**src/rtl/ring_pkg.sv**
```systemverilog
// Shared types and helpers for one-hot ring consumers.
package ring_pkg;

    typedef enum logic [1:0] {
        IDLE    = 2'd0,
        ACQUIRE = 2'd1,
        LOCKED  = 2'd2
    } ring_state_e;

    typedef enum logic [1:0] {
        FWD  = 2'd0,
        BWD  = 2'd1,
        HOLD = 2'd2,
        JUMP = 2'd3
    } step_class_e;

    // Below 3 bits the +1 and -1 neighbours coincide, so direction is meaningless.
    function automatic bit width_ok(int unsigned w);
        return (w >= 3) && (w <= 256);
    endfunction

endpackage

```
**src/rtl/onehot_encoder.sv**
```systemverilog
// Combinational one-hot to binary encoder with a legality flag.
module onehot_encoder #(
    parameter int unsigned width = 32
) (
    input  logic [width-1:0]         value,
    output logic [$clog2(width)-1:0] index,
    output logic                     is_onehot
);
    localparam int unsigned iw = $clog2(width);
    localparam logic [width-1:0] ONE = width'(1);

    logic [iw-1:0] w_index;

    // OR of set-bit indices; exact whenever the input is one-hot.
    always_comb begin
        w_index = '0;
        for (int i = 0; i < int'(width); i++) begin
            if (value[i]) begin
                w_index = w_index | iw'(i);
            end
        end
    end

    assign index     = w_index;
    assign is_onehot = (value != '0) && ((value & (value - ONE)) == '0);

endmodule

```
**src/rtl/ring_position_decoder.sv**
```systemverilog
// Decodes a sampled one-hot ring to a position, tracks rotation direction and counts errors.
module ring_position_decoder
    import ring_pkg::*;
#(
    parameter int unsigned width = 32,
    parameter int unsigned err_w = 8
) (
    input  logic                     clk,
    input  logic                     reset,
    input  logic                     sample_en,
    input  logic [width-1:0]         ring_value,
    input  logic                     clear_err,
    output logic [$clog2(width)-1:0] position,
    output logic                     dir,
    output logic                     locked,
    output logic                     step_err,
    output logic [err_w-1:0]         err_count
);
    localparam int unsigned iw = $clog2(width);
    localparam logic [iw-1:0] LAST = iw'(width - 1);
    localparam logic [err_w-1:0] CNT_MAX = '1;

    if (!width_ok(width)) begin : g_bad_width
        $error("ring_position_decoder: width must be in 3..256");
    end

    ring_state_e      r_state, w_state_next;
    logic [iw-1:0]    r_position, w_position_next;
    logic             r_dir, w_dir_next;
    logic             r_locked;
    logic             r_step_err, w_step_err_next;
    logic [err_w-1:0] r_err_count, w_err_count_next;

    logic [iw-1:0] w_index;
    logic          w_is_onehot;
    logic [iw-1:0] w_up, w_dn;
    step_class_e   w_class;

    onehot_encoder #(
        .width (width)
    ) u_encoder (
        .value     (ring_value),
        .index     (w_index),
        .is_onehot (w_is_onehot)
    );

    assign w_up = (r_position == LAST) ? '0 : r_position + iw'(1);
    assign w_dn = (r_position == '0) ? LAST : r_position - iw'(1);

    always_comb begin
        w_class = JUMP;
        if (w_index == r_position) begin
            w_class = HOLD;
        end else if (w_index == w_up) begin
            w_class = FWD;
        end else if (w_index == w_dn) begin
            w_class = BWD;
        end
    end

    always_comb begin
        w_state_next    = r_state;
        w_position_next = r_position;
        w_dir_next      = r_dir;
        w_step_err_next = 1'b0;
        if (sample_en) begin
            case (r_state)
                IDLE: begin
                    if (w_is_onehot) begin
                        w_position_next = w_index;
                        w_state_next    = ACQUIRE;
                    end else begin
                        w_step_err_next = 1'b1;
                    end
                end
                ACQUIRE: begin
                    if (!w_is_onehot) begin
                        w_step_err_next = 1'b1;
                        w_state_next    = IDLE;
                    end else begin
                        unique case (w_class)
                            FWD, BWD: begin
                                w_position_next = w_index;
                                w_dir_next      = (w_class == FWD);
                                w_state_next    = LOCKED;
                            end
                            JUMP: begin
                                w_position_next = w_index;
                                w_step_err_next = 1'b1;
                            end
                            HOLD: begin
                                w_step_err_next = 1'b1;
                                w_state_next    = IDLE;
                            end
                        endcase
                    end
                end
                LOCKED: begin
                    if (!w_is_onehot) begin
                        // Position keeps the last good value for downstream logic.
                        w_step_err_next = 1'b1;
                        w_state_next    = IDLE;
                    end else if (w_class == FWD || w_class == BWD) begin
                        w_position_next = w_index;
                        w_dir_next      = (w_class == FWD);
                    end else begin
                        w_position_next = w_index;
                        w_step_err_next = 1'b1;
                        w_state_next    = ACQUIRE;
                    end
                end
                default: w_state_next = IDLE;
            endcase
        end
    end

    always_comb begin
        w_err_count_next = r_err_count;
        if (clear_err) begin
            w_err_count_next = '0;
        end else if (w_step_err_next && r_err_count != CNT_MAX) begin
            w_err_count_next = r_err_count + err_w'(1);
        end
    end

    always_ff @(posedge clk or negedge reset) begin
        if (!reset) begin
            r_state     <= IDLE;
            r_position  <= '0;
            r_dir       <= 1'b1;
            r_locked    <= 1'b0;
            r_step_err  <= 1'b0;
            r_err_count <= '0;
        end else begin
            r_state     <= w_state_next;
            r_position  <= w_position_next;
            r_dir       <= w_dir_next;
            r_locked    <= (w_state_next == LOCKED);
            r_step_err  <= w_step_err_next;
            r_err_count <= w_err_count_next;
        end
    end

    assign position  = r_position;
    assign dir       = r_dir;
    assign locked    = r_locked;
    assign step_err  = r_step_err;
    assign err_count = r_err_count;

endmodule

```
**config.mk**
```make
export PLATFORM = sky130hd
export DESIGN_NAME = ring_position_decoder
export DESIGN_NICKNAME = d
export VERILOG_FILES = /design/src/rtl/ring_pkg.sv /design/src/rtl/onehot_encoder.sv /design/src/rtl/ring_position_decoder.sv
export SDC_FILE = /design/constraint.sdc
export NUM_CORES = 1
export LEC_CHECK = 0
export ABC_AREA = 1
export CAP_MARGIN = 20
export CORE_MARGIN = 2
export CORE_UTILIZATION = 25
export DETAILED_ROUTE_END_ITERATION = 8
export PLACE_DENSITY = 0.54
export RECOVER_POWER = 50
export REMOVE_ABC_BUFFERS = 1
export SLEW_MARGIN = 0
export SYNTH_ARGS = -nofsm -noshare
export SYNTH_HDL_FRONTEND = slang
export SYNTH_SLANG_ARGS = --single-unit
```
**constraint.sdc**
```tcl
create_clock -name clk -period 2.26 [get_ports clk]
set_input_delay 0.226 -clock clk [delete_from_list [all_inputs] [get_ports clk]]
set_output_delay 0.226 -clock clk [all_outputs]
set_load 0.05 [all_outputs]
```
==> results.toml <==
[clock_network]
max-clock-path-buffers = 2
clk_pin_slew_ns = 0.07
h-tree-depth = 1
holdBufCountCts = 0
clkLatencyLatePin_ns = 0.26
root_buffer = "clkbuf_8"
numCtsBuffers = 3
cts_tree = "yes"
cts.sinks = 18

[logic_synthesis]
synthAdderAreaFrac = 0.0205
async_reset_ff_frac = 1.00
synth_top_family_by_area = "simple AND/OR/NAND/NOR gates"
muxShareOfSynthArea = 0
ys_seq_area_frac = 0.185
avgSynthCellArea_um2 = 5.69
synth_area_um2 = 2440
ys_ff_latch = 18
yosysWarnings = 0
yosys.area_share.simple = 0.637
synth_edf_count = 0
synth_cell_type_count = 31
synth_compound_area_frac = 0.0518
synth-main-ff-cell = "dfrtp_1"
synth-xor-area-share = 0.0287
postSynthCellCount = 429

[final_layout]
syn_to_final_growth_pct = 61.3
mostFrequentLayoutCell = "nand2_1"
layout_common_cells = "nand2_1 (130), nor2_1 (58), buf_4 (58)"
final_cell_area_um2 = 3940
n_fill_cell = 1058
final_nets = 584
multi_input_area_um2 = 2040
antennaDiodeCount = 0
final_util = 0.408
final_cells = 676
seqCellArea_um2 = 452
drive_gt1_frac = 0.328

[worst_setup_path]
r2r-start = "position[1]"
required_ns = 2.41
timing.reg2reg.setup_slack_ns = 0.10
critPathMaxStageDelay_ns = 0.38
path_max_fanout = 8
cp-end-kind = "flop"
start_kind = "flop"
cp_slowest_cell = "dfrtp_1"
reg2reg_depth = 18
path_class = "flop to flop"
timing.critical_path.buf_inv = 2
worstPathArrival_ns = 2.31
reg2reg_to = "err_count[1]"
crit_family = "simple AND/OR/NAND/NOR gates"
path_cells = "ha_2 > nand2_2 > nor2_2 > ha_2 > inv_2 > nand2_2 > nor2_2 > inv_1 > nand2_1 > nand3_2 > nor2_2 > nand2_2 > o211ai_2 > nand2_2 > nand3_4 > nand2_8 > nand3_2 > nand2_1"
crit_top_cell = "nand2_2"

[grt]
antenna_found_initial = 0
grtUsageTotal = 0.142
grt_pass1_wl_um = 12300
grt-ovfl-total = 0
grt_max_degree = 19
grt_pass1_vias = 2718

[run]
cap_violations = 0

[routing]
vias = 2982
avgRoutedWirePerCell_um = 11.2
dr.pass1.iters = 6
drt_wl_total_um = 7560
initialDrtViolationCount = 166
vias_per_cell = 4.41
drcViolationCount = 0
final_antenna_net_count = 0

[min_path]
hold_class = "flop to flop"
min_to = "dir"
min_from = "dir"
holdPathStages = 4

[place]
dp_cells = 661
postPlaceCellArea_um2 = 3480
dpl.hpwl_um = 6090
place_congestion = 0.909
pre_cts_slack_ns = -0.364
port_buffers = 51

[floorplan]
die-area_um2 = 10600
initial_utilization = 0.253
ioPinCount = 52
die-width_um = 103
rows = 36
die_h_um = 103
core_region_area_um2 = 9640

[sta]
slew_violations = 0
finalHoldViolations = 0
finClkSkew_ns = 0.00427
min_period_over_period = 0.954
setup_viol = 0
fin_ws_ns = 0.104
fmax_mhz = 464
holdWs_ns = 0.550
tightestPinTransition_ns = 1.01
tns_ns = 0
slew_headroom = 0.329
min_period_ns = 2.16

[power_and_ir_drop]
pwr_density_cell_nw_per_um2 = 235
peakVddDrop_v = 0.000163
leakagePower_nw = 2.03
total_power_uw = 924

[status]
status = "finished, final reports clean"
synthesized netlist by cell type, drive strengths merged (2+ instances only):
cell    instances  area share
inv            45       0.069
clkinv          2      0.0036
nand4           7       0.018
xor2            8       0.029
nand3b          3      0.0092
nor2          113        0.23
o21ai          13       0.027
ha              4       0.021
a21oi           3      0.0077
nand3          49        0.13
buf             2      0.0041
nand2         156        0.25
dfrtp          17        0.17
final cells by class:
class	count	area share
Clock buffer	4	0.0140
Inverter	47	0.0451
Multi-Input combinational cell	362	0.517
Sequential cell	18	0.115
Tap cell	133	0.0423
Timing Repair Buffer	112	0.266
worst max path at each step:
stage	startpoint	end	slack [ns]	depth (start not counted)
final	position[1]	err_count[1]	0.10	18
after global routing	position[0]	err_count[5]	-0.04	16
after CTS	ring_value[0]	locked	0.008	18
after detailed placement	ring_value[1]	err_count[1]	-0.36	17
after global placement	ring_value[3]	err_count[1]	-0.34	18
after floorplan	position[0]	err_count[1]	-0.15	16
worst register-to-register path, cell delays in order, from the launching register on:
cell and delay [ns]:
dfrtp_1 0.38, ha_2 0.20, nand2_2 0.07, nor2_2 0.04
ha_2 0.20, inv_2 0.07, nand2_2 0.05, nor2_2 0.11
inv_1 0.05, nand2_1 0.06, nand3_2 0.08, nor2_2 0.14
nand2_2 0.09, o211ai_2 0.08, nand2_2 0.09, nand3_4 0.11
nand2_8 0.09, nand3_2 0.08, nand2_1 0.06
report_power, final:
group          switching (mW)  total (mW)  internal [mW]
combinational           0.178       0.314          0.136
clock                   0.116       0.271          0.155
sequential            0.00978       0.339          0.329
state kept, by name (all words and copies together) (netlist names):
register and flops:
dir 1, locked 1, position 5, err_count 8, step_err 1, r_state 2
cell families (layout without fill, tap and decap cells):
logic type	after synthesis	in the layout
adders and majority gates	4	4
xor gates and xnor gates	8	8
buffers and inverters	49	163
and+or+nand+nor	329	329
DFF	18	18
AOI/OAI and AO/OA	21	21
per-layer routing:
metal  global-route usage  share of wire  up-vias
met5                    0              0        -
met4               0.0182         0.0085        0
met3               0.0136          0.041        7
met2                0.250           0.49       67
met1                0.195           0.46     1337
li1                     -              -     1571
timing repair:
action / CTS / global route
setup endpoints to repair: 10 / 17
gates resized for setup: 9 / 94
pin swaps: 3 / 40
buffers inserted: 5 / 6
No activity file was read; power rests on OpenSTA's default activity.
